[src/rtl/motor_ramp_sequencer_if.sv]
// motor_ramp_sequencer_if: run request, setpoint and config in; ramped power command and status out
interface motor_ramp_sequencer_if #(parameter int resolution_bits = 12);
    logic                       ENABLE;
    logic                       FAULT;
    logic [resolution_bits-1:0] TARGET;
    logic                       MOD_REQ;
    logic [6:0]                 DELAY_CFG;
    logic [6:0]                 UMIN_CFG;
    logic [resolution_bits-1:0] POWER;
    logic [15:0]                MOD_DELAY_UMIN;
    logic [2:0]                 STATE;
    logic                       AT_TARGET;
    modport master (
        output ENABLE, FAULT, TARGET, MOD_REQ, DELAY_CFG, UMIN_CFG,
        input  POWER, MOD_DELAY_UMIN, STATE, AT_TARGET
    );
    modport slave (
        input  ENABLE, FAULT, TARGET, MOD_REQ, DELAY_CFG, UMIN_CFG,
        output POWER, MOD_DELAY_UMIN, STATE, AT_TARGET
    );
endinterface

[src/rtl/motor_ramp_sequencer.sv]
// motor_ramp_sequencer: ramps motor power toward a setpoint; modulation only changes after a zero-power settle
module motor_ramp_sequencer #(
    parameter int resolution_bits = 12,
    parameter int ramp_div        = 1000,
    parameter int ramp_step       = 8,
    parameter int settle_cycles   = 256
) (
    input logic                  CLK,
    input logic                  RST,
    motor_ramp_sequencer_if.slave bus
);
    localparam int pres_w = $clog2(ramp_div);
    localparam int cnt_w  = $clog2(settle_cycles + 1);
    localparam logic [resolution_bits-1:0] step_n = resolution_bits'(ramp_step);
    localparam logic [resolution_bits:0]   step_w = (resolution_bits + 1)'(ramp_step);
    typedef enum logic [2:0] {
        IDLE = 3'd0, RAMP = 3'd1, RUN = 3'd2, RAMP_DOWN = 3'd3, SETTLE = 3'd4, FAULTED = 3'd5
    } state_t;
    state_t                     state, state_nxt;
    logic [resolution_bits-1:0] power, power_nxt, toward, drop;
    logic [resolution_bits:0]   pw_x, tg_x;
    logic [pres_w-1:0]          presc;
    logic [cnt_w-1:0]           settle_cnt;
    logic                       mod_cur, at_target, tick, settle_done, mod_chg, leave;
    logic [6:0]                 delay_cur, umin_cur;
    assign pw_x        = {1'b0, power};
    assign tg_x        = {1'b0, bus.TARGET};
    assign tick        = presc == pres_w'(ramp_div - 1);
    assign settle_done = settle_cnt == cnt_w'(settle_cycles - 1);
    assign mod_chg     = bus.MOD_REQ != mod_cur;
    assign leave       = !bus.ENABLE || mod_chg;
    // one ramp step toward the live target; comparisons are one bit wider so the step never wraps or overshoots
    assign toward = (tg_x > pw_x) ? ((pw_x + step_w >= tg_x) ? bus.TARGET : power + step_n)
                                  : ((pw_x >= tg_x + step_w) ? power - step_n : bus.TARGET);
    assign drop   = (pw_x >= step_w) ? power - step_n : '0;
    // state register
    always_ff @(posedge CLK) begin
        if (RST) state <= IDLE;
        else     state <= state_nxt;
    end
    // next-state decode; a fault request overrides every other transition
    always_comb begin
        state_nxt = state;
        case (state)
            IDLE:      state_nxt = bus.ENABLE ? (mod_chg ? SETTLE : RAMP) : IDLE;
            RAMP:      state_nxt = leave ? RAMP_DOWN : (power == bus.TARGET ? RUN : RAMP);
            RUN:       state_nxt = leave ? RAMP_DOWN : (power != bus.TARGET ? RAMP : RUN);
            RAMP_DOWN: state_nxt = (power == '0) ? SETTLE : RAMP_DOWN;
            SETTLE:    state_nxt = settle_done ? (bus.ENABLE ? RAMP : IDLE) : SETTLE;
            FAULTED:   state_nxt = bus.ENABLE ? FAULTED : IDLE;
            default:   state_nxt = IDLE;
        endcase
        if (bus.FAULT) state_nxt = FAULTED;
    end
    // power command: zero outside the ramping states, moves only on a prescaler tick
    always_comb begin
        power_nxt = power;
        if (bus.FAULT || state == IDLE || state == SETTLE || state == FAULTED) power_nxt = '0;
        else if (tick && state == RAMP && state_nxt == RAMP)                 power_nxt = toward;
        else if (tick && state == RAMP_DOWN)                                 power_nxt = drop;
    end
    // datapath registers: prescaler and settle counter restart on every state change
    always_ff @(posedge CLK) begin
        if (RST) begin
            power      <= '0;
            at_target  <= 1'b0;
            presc      <= '0;
            settle_cnt <= '0;
            mod_cur    <= 1'b1;
            delay_cur  <= 7'h7F;
            umin_cur   <= 7'h00;
        end else begin
            power      <= power_nxt;
            at_target  <= state_nxt == RUN;
            presc      <= (state_nxt != state || tick) ? '0 : presc + 1'b1;
            settle_cnt <= (state_nxt != state) ? '0 : (state == SETTLE ? settle_cnt + 1'b1 : settle_cnt);
            if (state == SETTLE && settle_done && !bus.FAULT) mod_cur <= bus.MOD_REQ;
            if (state == IDLE || state == SETTLE) begin
                delay_cur <= bus.DELAY_CFG;
                umin_cur  <= bus.UMIN_CFG;
            end
        end
    end
    assign bus.POWER          = power;
    assign bus.STATE          = state;
    assign bus.AT_TARGET      = at_target;
    assign bus.MOD_DELAY_UMIN = {mod_cur, delay_cur, umin_cur, 1'b0};
endmodule

[src/flat_wrapper.sv]
// flat-port wrapper written by rule: the top's interface ports become plain ports
module motor_ramp_sequencer_flat 
#(
    parameter int resolution_bits = 12,
    parameter int ramp_div        = 1000,
    parameter int ramp_step       = 8,
    parameter int settle_cycles   = 256
)
  (CLK, RST, bus_ENABLE, bus_FAULT, bus_TARGET, bus_MOD_REQ, bus_DELAY_CFG, bus_UMIN_CFG, bus_POWER, bus_MOD_DELAY_UMIN, bus_STATE, bus_AT_TARGET);
  motor_ramp_sequencer_if #(.resolution_bits(resolution_bits)) bus_i ();
  input logic CLK;
  input logic RST;
  input wire logic [$bits(bus_i.ENABLE)-1:0] bus_ENABLE;
  input wire logic [$bits(bus_i.FAULT)-1:0] bus_FAULT;
  input wire logic [$bits(bus_i.TARGET)-1:0] bus_TARGET;
  input wire logic [$bits(bus_i.MOD_REQ)-1:0] bus_MOD_REQ;
  input wire logic [$bits(bus_i.DELAY_CFG)-1:0] bus_DELAY_CFG;
  input wire logic [$bits(bus_i.UMIN_CFG)-1:0] bus_UMIN_CFG;
  output wire logic [$bits(bus_i.POWER)-1:0] bus_POWER;
  output wire logic [$bits(bus_i.MOD_DELAY_UMIN)-1:0] bus_MOD_DELAY_UMIN;
  output wire logic [$bits(bus_i.STATE)-1:0] bus_STATE;
  output wire logic [$bits(bus_i.AT_TARGET)-1:0] bus_AT_TARGET;
  assign bus_i.ENABLE = bus_ENABLE;
  assign bus_i.FAULT = bus_FAULT;
  assign bus_i.TARGET = bus_TARGET;
  assign bus_i.MOD_REQ = bus_MOD_REQ;
  assign bus_i.DELAY_CFG = bus_DELAY_CFG;
  assign bus_i.UMIN_CFG = bus_UMIN_CFG;
  assign bus_POWER = bus_i.POWER;
  assign bus_MOD_DELAY_UMIN = bus_i.MOD_DELAY_UMIN;
  assign bus_STATE = bus_i.STATE;
  assign bus_AT_TARGET = bus_i.AT_TARGET;
  motor_ramp_sequencer #(.resolution_bits(resolution_bits), .ramp_div(ramp_div), .ramp_step(ramp_step), .settle_cycles(settle_cycles)) u_core (.CLK(CLK), .RST(RST), .bus(bus_i));
endmodule
[config.mk]
export PLATFORM = sky130hd
export DESIGN_NAME = motor_ramp_sequencer_flat
export DESIGN_NICKNAME = d
export VERILOG_FILES = /design/src/rtl/motor_ramp_sequencer_if.sv /design/src/rtl/motor_ramp_sequencer.sv /design/src/flat_wrapper.sv
export SDC_FILE = /design/constraint.sdc
export NUM_CORES = 1
export LEC_CHECK = 0
export BUFFER_PORTS_ARGS = -buffer_cell sky130_fd_sc_hd__buf_2
export CORE_ASPECT_RATIO = 1.1
export CORE_MARGIN = 3
export CORE_UTILIZATION = 50
export CTS_CLUSTER_SIZE = 10
export DETAILED_ROUTE_END_ITERATION = 8
export MAX_ROUTING_LAYER = met4
export PLACE_DENSITY_LB_ADDON = 0.15
export SLEW_MARGIN = 20
export SYNTH_ARGS = -nofsm -noshare
export SYNTH_HDL_FRONTEND = slang
export SYNTH_SLANG_ARGS = --single-unit
[constraint.sdc]
create_clock -name CLK -period 8.1 [get_ports CLK]
set_clock_uncertainty 0.05 [all_clocks]
set_input_delay 0.81 -clock CLK [delete_from_list [all_inputs] [get_ports CLK]]
set_output_delay 0.81 -clock CLK [all_outputs]
set_load 0.1 [all_outputs]
# [Word-level counts from Yosys, hierarchy flattened]
# Cells that the tools add are included.
[word_totals] ff_bits=50 inputBits=31 output_inout_bits=32 elab_cells=68
[op_classes] add_sub_neg=6 order_cmp=4 eq_ne=13 muxes=18 reduce_logical=19
[op_table] operator="12-bit 2-to-1 mux" count=6
[op_table] operator="12-bit by 4-bit adder with 13-bit output, second input constant" count=2
[op_table] operator="3-bit 2-to-1 mux" count=8
[op_table] operator="3-bit case mux with 6 select lines" count=1
[op_table] operator="12-bit by 13-bit >= comparator with 1-bit output" count=1
[op_table] operator="13-bit by 12-bit >= comparator with 1-bit output" count=1
[op_table] operator="12-bit by 4-bit adder with 12-bit output, second input constant" count=1
[op_table] operator="12-bit == test" count=1
[op_table] operator="12-bit by 4-bit >= comparator with 1-bit output, second input constant" count=1
[op_table] operator="12-bit > comparator" count=1
[op_table] operator="12-bit logical NOT" count=1
[op_table] operator="12-bit != test" count=1
[op_table] operator="12-bit by 4-bit subtractor with 12-bit output, second input constant" count=1
[op_table] operator="10-bit by 1-bit adder with 10-bit output, second input constant" count=1
[op_table] operator="10-bit == test, second input constant" count=1
[op_table] operator="9-bit by 1-bit adder with 9-bit output, second input constant" count=1
[op_table] operator="3-bit by 2-bit == test with 1-bit output, second input constant" count=3
[op_table] operator="9-bit by 8-bit == test with 1-bit output, second input constant" count=1
[op_table] operator="3-bit by 1-bit == test with 1-bit output, second input constant" count=2
[op_table] operator="3-bit == test, second input constant" count=2
[op_table] operator="1-bit logical OR" count=6
[op_table] operator="2-bit OR reduction" count=3
[op_table] operator="1-bit logical AND" count=5
[op_table] operator="2-bit 2-to-1 mux" count=2
[op_table] operator="other kinds (6)" count=7

# [Logic depth before layout (Yosys ltp)]
# Gate-level depths: netlist of run 1.
[logic_depth] word_depth=8 depth_mapped=15 mapped_depth_nobuf=14

# [Least setup slack after synthesis of run 1]
# OpenSTA, ideal clock, no wires.
[synth_timing] path_type="register to register" from="reg u_core.power[7], in the netlist u_core.bus.POWER[7]" to="reg u_core.power[6], in the netlist u_core.bus.POWER[6]" setup_ns=0.170 arrival_ns=3.479 required_ns=7.880 path_slack_ns=4.401 path_stages_with_launch=13 n_path_buf=1 synth_period_minus_slack_ns=3.699 cell_sequence="dfxtp_1 > clkbuf_1 > and3_1 > nand3_1 > xnor2_1 > ha_1 > and4_1 > and2_1 > o31a_1 > nor3_1 > or3b_2 > o2111ai_1 > a221oi_1"
[synth_via] elab_chain_len=8 word_cells_on_any_way=24 cone_classes="add/sub: 1; order compare: 4; eq/ne: 3; mux: 13; reduce/logical: 3"
[synth_lines] element="start, declared" line="motor_ramp_sequencer.sv:20" source="logic [resolution_bits-1:0] power, power_nxt, toward, drop;"
[synth_lines] element="start signal, assigned" line="motor_ramp_sequencer.sv:73" source="power <= power_nxt;"
[synth_lines] element="parallel branches: the longest is 8 deep, another holds 12-bit by 4-bit adder with 13-bit output"
# Several ways; the timed one is not identified. The select of a mux whose other input is x is not followed.
# A chain may end at the register's enable or synchronous reset.

# [Worst setup path after layout of run 1]
[layout_timing] from="reg u_core.power[7], in the netlist u_core.bus.POWER[7]" to="reg u_core.power[0], in the netlist u_core.bus.POWER[0]"
# The elaborated chain is that of the path after synthesis.

==> flow_summary.yaml, run 1 <==
outcome:
  outcome: "finished clean"
global_route:
  use_met1_pct: 27.6
  grt_overflow: 0
  grt_pass1_wl_um: 14800
  global_route.usage.met3_pct: 2.05
  grt_pass1_vias: 3175
  top_usage_layer: "met2"
  grt_max_degree: 22
  grt_util_met2_pct: 37.9
  track_usage_pct: 22.3
  antenna_found_initial: 0
drt:
  vias_per_cell: 5.70
  routed_wl_um: 8920
  vias: 3406
  postRouteAntennaNets: 0
  drtIter0Drc: 195
  post_drt_wl_per_cell_um: 14.9
  first_pass_iters: 5
  drc: 0
floorplanning:
  die_h_um: 96.3
  coreArea_sq_um: 7090
  start_util_pct: 52.2
  rows: 32
  io_pins: 63
  die_w_um: 88.0
  dieArea_sq_um: 8470
logic_synthesis:
  yosysSeqAreaShare_pct: 27.0
  synth_ff_type: "dfxtp_1"
  syn_nets: 534
  postSynth.asyncResetShare_pct: 0
  ys_warn_count: 0
  synth.top_cell.area_share_pct: 27.0
  ys_seq_elements: 50
  synthTopCellsByCount: "nand2_1 (54), dfxtp_1 (50), ha_1 (39)"
  postSynthAreaPerCell_sq_um: 7.98
  ys_top_cells_by_area: "dfxtp_1 (27%), ha_1 (13%), xnor2_1 (6.4%)"
  yosysTopAreaCell: "dfxtp_1"
  synth_edf_count: 0
  netlist_area_sq_um: 3700
  ys_types: 59
  syn_inst: 464
  post-synth-top-count-cell: "nand2_1"
cts:
  cts-root-buf: "clkbuf_8"
  h-tree-depth: 2
  clkLatencyLatePin_ns: 0.29
  cts_sinks: 50
  cts.clk_slew.worst_paths_ns: 0.08
  holdBufCountCts: 0
  clockBufferDepth: 2
  cts_setup_buffers: 0
  ctsResizeCount: 0
  cts_tree: "done"
  numCtsBuffers: 5
worst_setup_path:
  r2r_cells: 13
  r2r_slack_ns: 4.33
  crit_required_ns: 8.24
  crit_arrival_ns: 3.91
  reg2reg_to: "u_core.bus.POWER[0]"
  critPathKind: "reg -> reg"
  critical_path.slowest_cell: "dfxtp_1"
  worstPathMaxFanout: 11
  crit_path_end_kind: "register"
  start_kind: "register"
  cp-startpoint: "u_core.bus.POWER[7]"
  r2r-start: "u_core.bus.POWER[7]"
  path_cells: "and3_1 > nand3_1 > nor3_1 > xnor2_1 > ha_1 > and3_1 > nand3_1 > nor4_1 > nor3_1 > mux2i_1 > mux2i_1 > a22oi_1 > nor2_1"
  slowest_delay_ns: 0.60
  endpoint: "u_core.bus.POWER[0]"
timing:
  rsz0062_at_grt: "false"
  relSlewSlack_pct: 37.0
  fin_setup_tns_ns: 0
  timing.fmax_mhz: 265
  tightest_slew_ns: 0.942
  setup_violations: 0
  drv_slew: 0
  hold_viol_final: 0
  post-route-period-util_pct: 46.6
  fin_crit_ns: 3.77
pwr:
  pwr-share-clk_pct: 24.9
  pwr-share-seq_pct: 48.8
  sw_frac_of_total_pct: 34.5
  power_mw: 0.535
  p_sw_mw: 0.185
  internal-power_mw: 0.350
  p_per_area_nw_per_um2: 131
  vdd_drop_max_mv: 0.155
  comb_power_share_pct: 26.4
  leakage_nw: 1.79
placement:
  place_hpwl_um: 6970
  globalplace.congestion: 0.953
  port_buffers: 61
worst_hold_path:
  hold-path-cell-count: 2
  hold_class: "reg -> reg"
layout:
  nNetsFinal: 583
  diodes: 0
  syn_to_final_growth_pct: 10.5
  drive_gt1_share_pct: 17.2
flow_run:
  cap_violations: 0
## layout by cell type (no fill, tap or decap), types with 5 or more instances in the layout
| cell | count |
|---|---|
| dfxtp_1 | 50 |
| nand2b_1 | 8 |
| nor4_1 | 6 |
| inv_1 | 30 |
| nand3b_1 | 8 |
| nand4_1 | 6 |
| nand2_1 | 54 |
| buf_2 | 61 |
| nor2b_1 | 6 |
| nand3_1 | 22 |
| nor3_1 | 7 |
| and3_1 | 11 |
| xor2_1 | 12 |
| a21oi_1 | 31 |
| a21o_1 | 6 |
| mux2i_1 | 5 |
| ha_1 | 39 |
| nor2_2 | 9 |
| xnor2_1 | 27 |
| nor2_1 | 33 |
| clkbuf_8 | 5 |
| o21ai_0 | 11 |
## power groups by stage
stage	logic, mW	clock network, mW	registers, mW
after floorplan	0.0609	0	0.317
after global placement	0.139	0	0.266
after detailed placement	0.141	0	0.266
after CTS	0.141	0.139	0.261
after global routing	0.153	0.147	0.262
final	0.141	0.133	0.261
## how the worst min path moves through the flow
| stage | start | endpoint | slack [ns] |
|---|---|---|---|
| after floorplan | u_core.presc[0] | u_core.presc[0] | 0.39 |
| after global placement | u_core.umin_cur[5] | u_core.umin_cur[5] | 0.39 |
| after detailed placement | u_core.umin_cur[5] | u_core.umin_cur[5] | 0.39 |
| after CTS | u_core.umin_cur[5] | u_core.umin_cur[5] | 0.41 |
| after global routing | u_core.umin_cur[5] | u_core.umin_cur[5] | 0.42 |
| final | u_core.umin_cur[5] | u_core.umin_cur[5] | 0.41 |
## area by class of cell
cell class	count	area, sq um
Fill cell	686	3000
Multi-Input combinational cell	364	2480
Tap cell	85	106
Sequential cell	50	1000
Clock buffer	7	76.3
Timing Repair Buffer	62	313
Inverter	30	113
## metal layers
metal	vias to the layer above	wire (um)	share of wire, %
li1	1718	-	-
met1	1562	3980	45
met2	105	4330	49
met3	21	349	3.9
met4	0	264	3.0
met5	-	0	0
## flip-flops by register name (all words and copies together) (netlist names)
| name | cells |
|---|---|
| u_core.umin_cur | 7 |
| u_core.settle_cnt | 9 |
| u_core.mod_cur | 1 |
| u_core.bus.POWER | 12 |
| u_core.presc | 10 |
| u_core.delay_cur | 7 |
| u_core.bus.STATE | 3 |
| u_core.bus.AT_TARGET | 1 |
## per-stage QoR
step	utilization [%]	setup slack (ns)	area, sq um	hold WS, ns	instances
CTS	57.7	4.33	4090	0.406	598
global placement	56.7	4.42	4020	0.390	591
detailed placement	56.7	4.29	4020	0.394	591
global route	57.7	4.03	4090	0.418	598
finish	57.7	4.33	4090	0.407	598
floorplan	-	4.40	3700	0.389	464
## cells by family after synthesis
| group | Yosys count | synth area share (%) |
|---|---|---|
| and+or+nand+nor | 195 | 27.9 |
| AOI/OAI and AO/OA | 85 | 15.2 |
| buffers and inverters | 50 | 5.91 |
| other | 1 | 0.101 |
| DFF | 50 | 27.0 |
| xor gates and xnor gates | 39 | 9.23 |
| adders and majority gates | 39 | 13.2 |
| muxes | 5 | 1.35 |
## worst max-delay path, delay by kind of cell, from the launching register on
family	cells	cell delay, ns
xor gates and xnor gates	1	0.12
DFF	1	0.60
muxes	2	0.67
adders and majority gates	1	0.30
and+or+nand+nor	8	1.66
AOI/OAI and AO/OA	1	0.23
No activity file was read; power rests on OpenSTA's default activity.
==> inputs of run 2 (changes only) <==
--- a/config.mk
+++ b/config.mk
@@ -5,6 +5,7 @@
 export SDC_FILE = /design/constraint.sdc
 export NUM_CORES = 1
 export LEC_CHECK = 0
+export ABC_AREA = 1
 export BUFFER_PORTS_ARGS = -buffer_cell sky130_fd_sc_hd__buf_2
 export CORE_ASPECT_RATIO = 1.1
 export CORE_MARGIN = 3
==> constraint.sdc (replaced) <==
create_clock -name CLK -period 3.65 [get_ports CLK]
set_clock_uncertainty 0.05 [all_clocks]
set_input_delay 0.365 -clock CLK [delete_from_list [all_inputs] [get_ports CLK]]
set_output_delay 0.365 -clock CLK [all_outputs]
set_load 0.1 [all_outputs]
==> run 2 against run 1 <==
Compared with the run above:
- power up 150%
- first-iteration DRC count decreased by 33%
- wire length is 15% higher
- via count rose by 22%
==> flow_summary.yaml, run 2 <==
logic_synthesis:
  synth_edf_count: 0
  ys_types: 38
  ys_top_cells_by_area: "dfxtp_1 (24%), nand2_1 (14%), ha_1 (12%)"
  synth_ff_type: "dfxtp_1"
  yosysSeqAreaShare_pct: 24.2
  postSynth.asyncResetShare_pct: 0
  syn_nets: 711
  yosysTopAreaCell: "dfxtp_1"
  netlist_area_sq_um: 4140
  synth.top_cell.area_share_pct: 24.2
  postSynthAreaPerCell_sq_um: 6.46
  synthTopCellsByCount: "nand2_1 (155), inv_1 (95), nor2_1 (83)"
  post-synth-top-count-cell: "nand2_1"
  ys_warn_count: 0
  syn_inst: 641
  ys_seq_elements: 50
drt:
  vias: 4153
  routed_wl_um: 10300
  vias_per_cell: 5.09
  postRouteAntennaNets: 0
  first_pass_iters: 5
  post_drt_wl_per_cell_um: 12.6
  drtIter0Drc: 131
  drc: 0
worst_setup_path:
  crit_arrival_ns: 3.44
  worstPathMaxFanout: 8
  path_cells: "ha_1 > nand2_1 > nor2_1 > nand2_1 > nor2_1 > nand2_1 > nand2_1 > inv_1 > ha_1 > inv_1 > o21bai_1 > nor2_2 > nand3_2 > nand2_1 > nand2_2 > inv_1 > nand2_4 > a21oi_1 > nor2_1"
  start_kind: "register"
  crit_required_ns: 3.81
  critical_path.slowest_cell: "dfxtp_1"
  slowest_delay_ns: 0.53
  crit_top_cell: "nand2_1"
  r2r_slack_ns: 0.36
  crit_path_end_kind: "register"
  r2r-start: "u_core.bus.POWER[4]"
  r2r_cells: 19
  reg2reg_to: "u_core.bus.POWER[1]"
  critPathKind: "reg -> reg"
timing:
  drv_slew: 0
  fin_setup_tns_ns: 0
  post-route-period-util_pct: 90.1
  timing.fmax_mhz: 304
  whs_ns: 0.203
  rsz0062_at_grt: "false"
  fin_crit_ns: 3.29
  setup_violations: 0
  hold_viol_final: 0
outcome:
  outcome: "finished clean"
layout:
  final_cell_mix: "nand2_1 (155), inv_1 (95), nor2_1 (83)"
  utilization_pct: 58.7
  nNetsFinal: 778
  diodes: 0
  largest_register_ff_count: 12
  drive_gt1_share_pct: 16.0
  syn_to_final_growth_pct: 13.4
  final_common_cell: "nand2_1"
placement:
  port_buffers: 61
  globalplace.congestion: 0.961
  place_hpwl_um: 8430
worst_hold_path:
  hold_end: "u_core.delay_cur[4]"
  hold-path-cell-count: 3
  hold_class: "in -> reg"
  hp-start: "bus_DELAY_CFG[4]"
cts:
  holdBufCountCts: 0
  cts_sinks: 50
  cts.clk_slew.worst_paths_ns: 0.09
  numCtsBuffers: 5
  clkLatencyLatePin_ns: 0.30
  cts_setup_buffers: 0
  ctsResizeCount: 0
  cts-root-buf: "clkbuf_8"
  clockBufferDepth: 2
  h-tree-depth: 2
  cts_tree: "done"
global_route:
  grt_max_degree: 18
  grt_pass1_wl_um: 17200
  antenna_found_initial: 0
  grt_pass1_vias: 3883
  grt_overflow: 0
  track_usage_pct: 22.9
floorplanning:
  start_util_pct: 51.7
  rows: 34
  die_w_um: 92.7
  coreArea_sq_um: 8000
  io_pins: 63
  die_h_um: 101
  dieArea_sq_um: 9400
pwr:
  p_per_area_nw_per_um2: 280
  power_mw: 1.31
  leakage_nw: 2.54
  vdd_drop_max_mv: 0.320
flow_run:
  cap_violations: 0
## run 2: cell count changes after synthesis, sizes merged, moves of 7 or more
cell    delta
nand4     +16
a21oi     -13
xor2      +14
and3       -9
o21ai      +7
nand3b     -7
inv       +73
xnor2     -23
nor2      +49
nand3     +52
nand2b     -9
buf        -7
nand2    +109
## run 2: how the worst max path moves through the flow
stage | cells past startpoint | start | end | slack [ns]
2_1_floorplan | 20 | u_core.bus.POWER[3] | u_core.bus.POWER[0] | 0.14
3_3_place_gp | 20 | u_core.bus.POWER[4] | u_core.bus.POWER[1] | 0.48
3_5_place_dp | 20 | u_core.bus.POWER[4] | u_core.bus.POWER[2] | 0.40
4_1_cts | 20 | u_core.bus.POWER[4] | u_core.bus.POWER[2] | 0.39
5_1_grt | 20 | u_core.bus.POWER[4] | u_core.bus.POWER[2] | 0.07
6_report | 19 | u_core.bus.POWER[4] | u_core.bus.POWER[1] | 0.36
## run 2: routing by layer
metal / GRT usage [%] / part of all wire, % / vias up
met5: - / 0 / -
li1: - / - / 2175
met3: 2.15 / 4.0 / 27
met4: 8.91 / 3.1 / 0
met2: 41.9 / 50 / 101
met1: 25.8 / 43 / 1850
## run 2: cells by family (layout without fill, tap and decap cells)
family	count (synthesis)	after routing	share of synthesized area [%]
other	1	1	0.0906
adders and majority gates	39	39	11.8
xor gates and xnor gates	30	30	6.35
AOI/OAI and AO/OA	44	44	5.96
DFF	50	50	24.2
buffers and inverters	110	177	10.3
and+or+nand+nor	367	367	41.3
## run 2: stage by stage
stage          setup slack, ns  area [sq um]  instances
6_report                 0.361          4690        816
5_1_grt                 0.0693          4690        816
4_1_cts                  0.392          4690        816
3_5_place_dp             0.402          4590        809
3_3_place_gp             0.484          4590        809
2_1_floorplan            0.137          4140        641
## run 2: worst max-delay path, delay by kind of cell (launching register included)
| family | cells | cell delay [ns] |
|---|---|---|
| simple gates | 12 | 1.60 |
| flops | 1 | 0.53 |
| fa+ha+maj | 2 | 0.52 |
| compound gates | 2 | 0.26 |
| buf+inv | 3 | 0.23 |
## run 2: final cells by class
| type | instances | area [sq um] |
|---|---|---|
| Fill cell | 862 | 3300 |
| Clock buffer | 5 | 68.8 |
| Multi-Input combinational cell | 481 | 2710 |
| Timing Repair Buffer | 67 | 350 |
| Inverter | 103 | 389 |
| Clock inverter | 2 | 38.8 |
| Sequential cell | 50 | 1000 |
| Tap cell | 108 | 135 |
## run 2: report_power, final
part | switching, mW | internal (mW)
registers | 0.0124 | 0.565
clock network | 0.181 | 0.202
logic | 0.273 | 0.0801
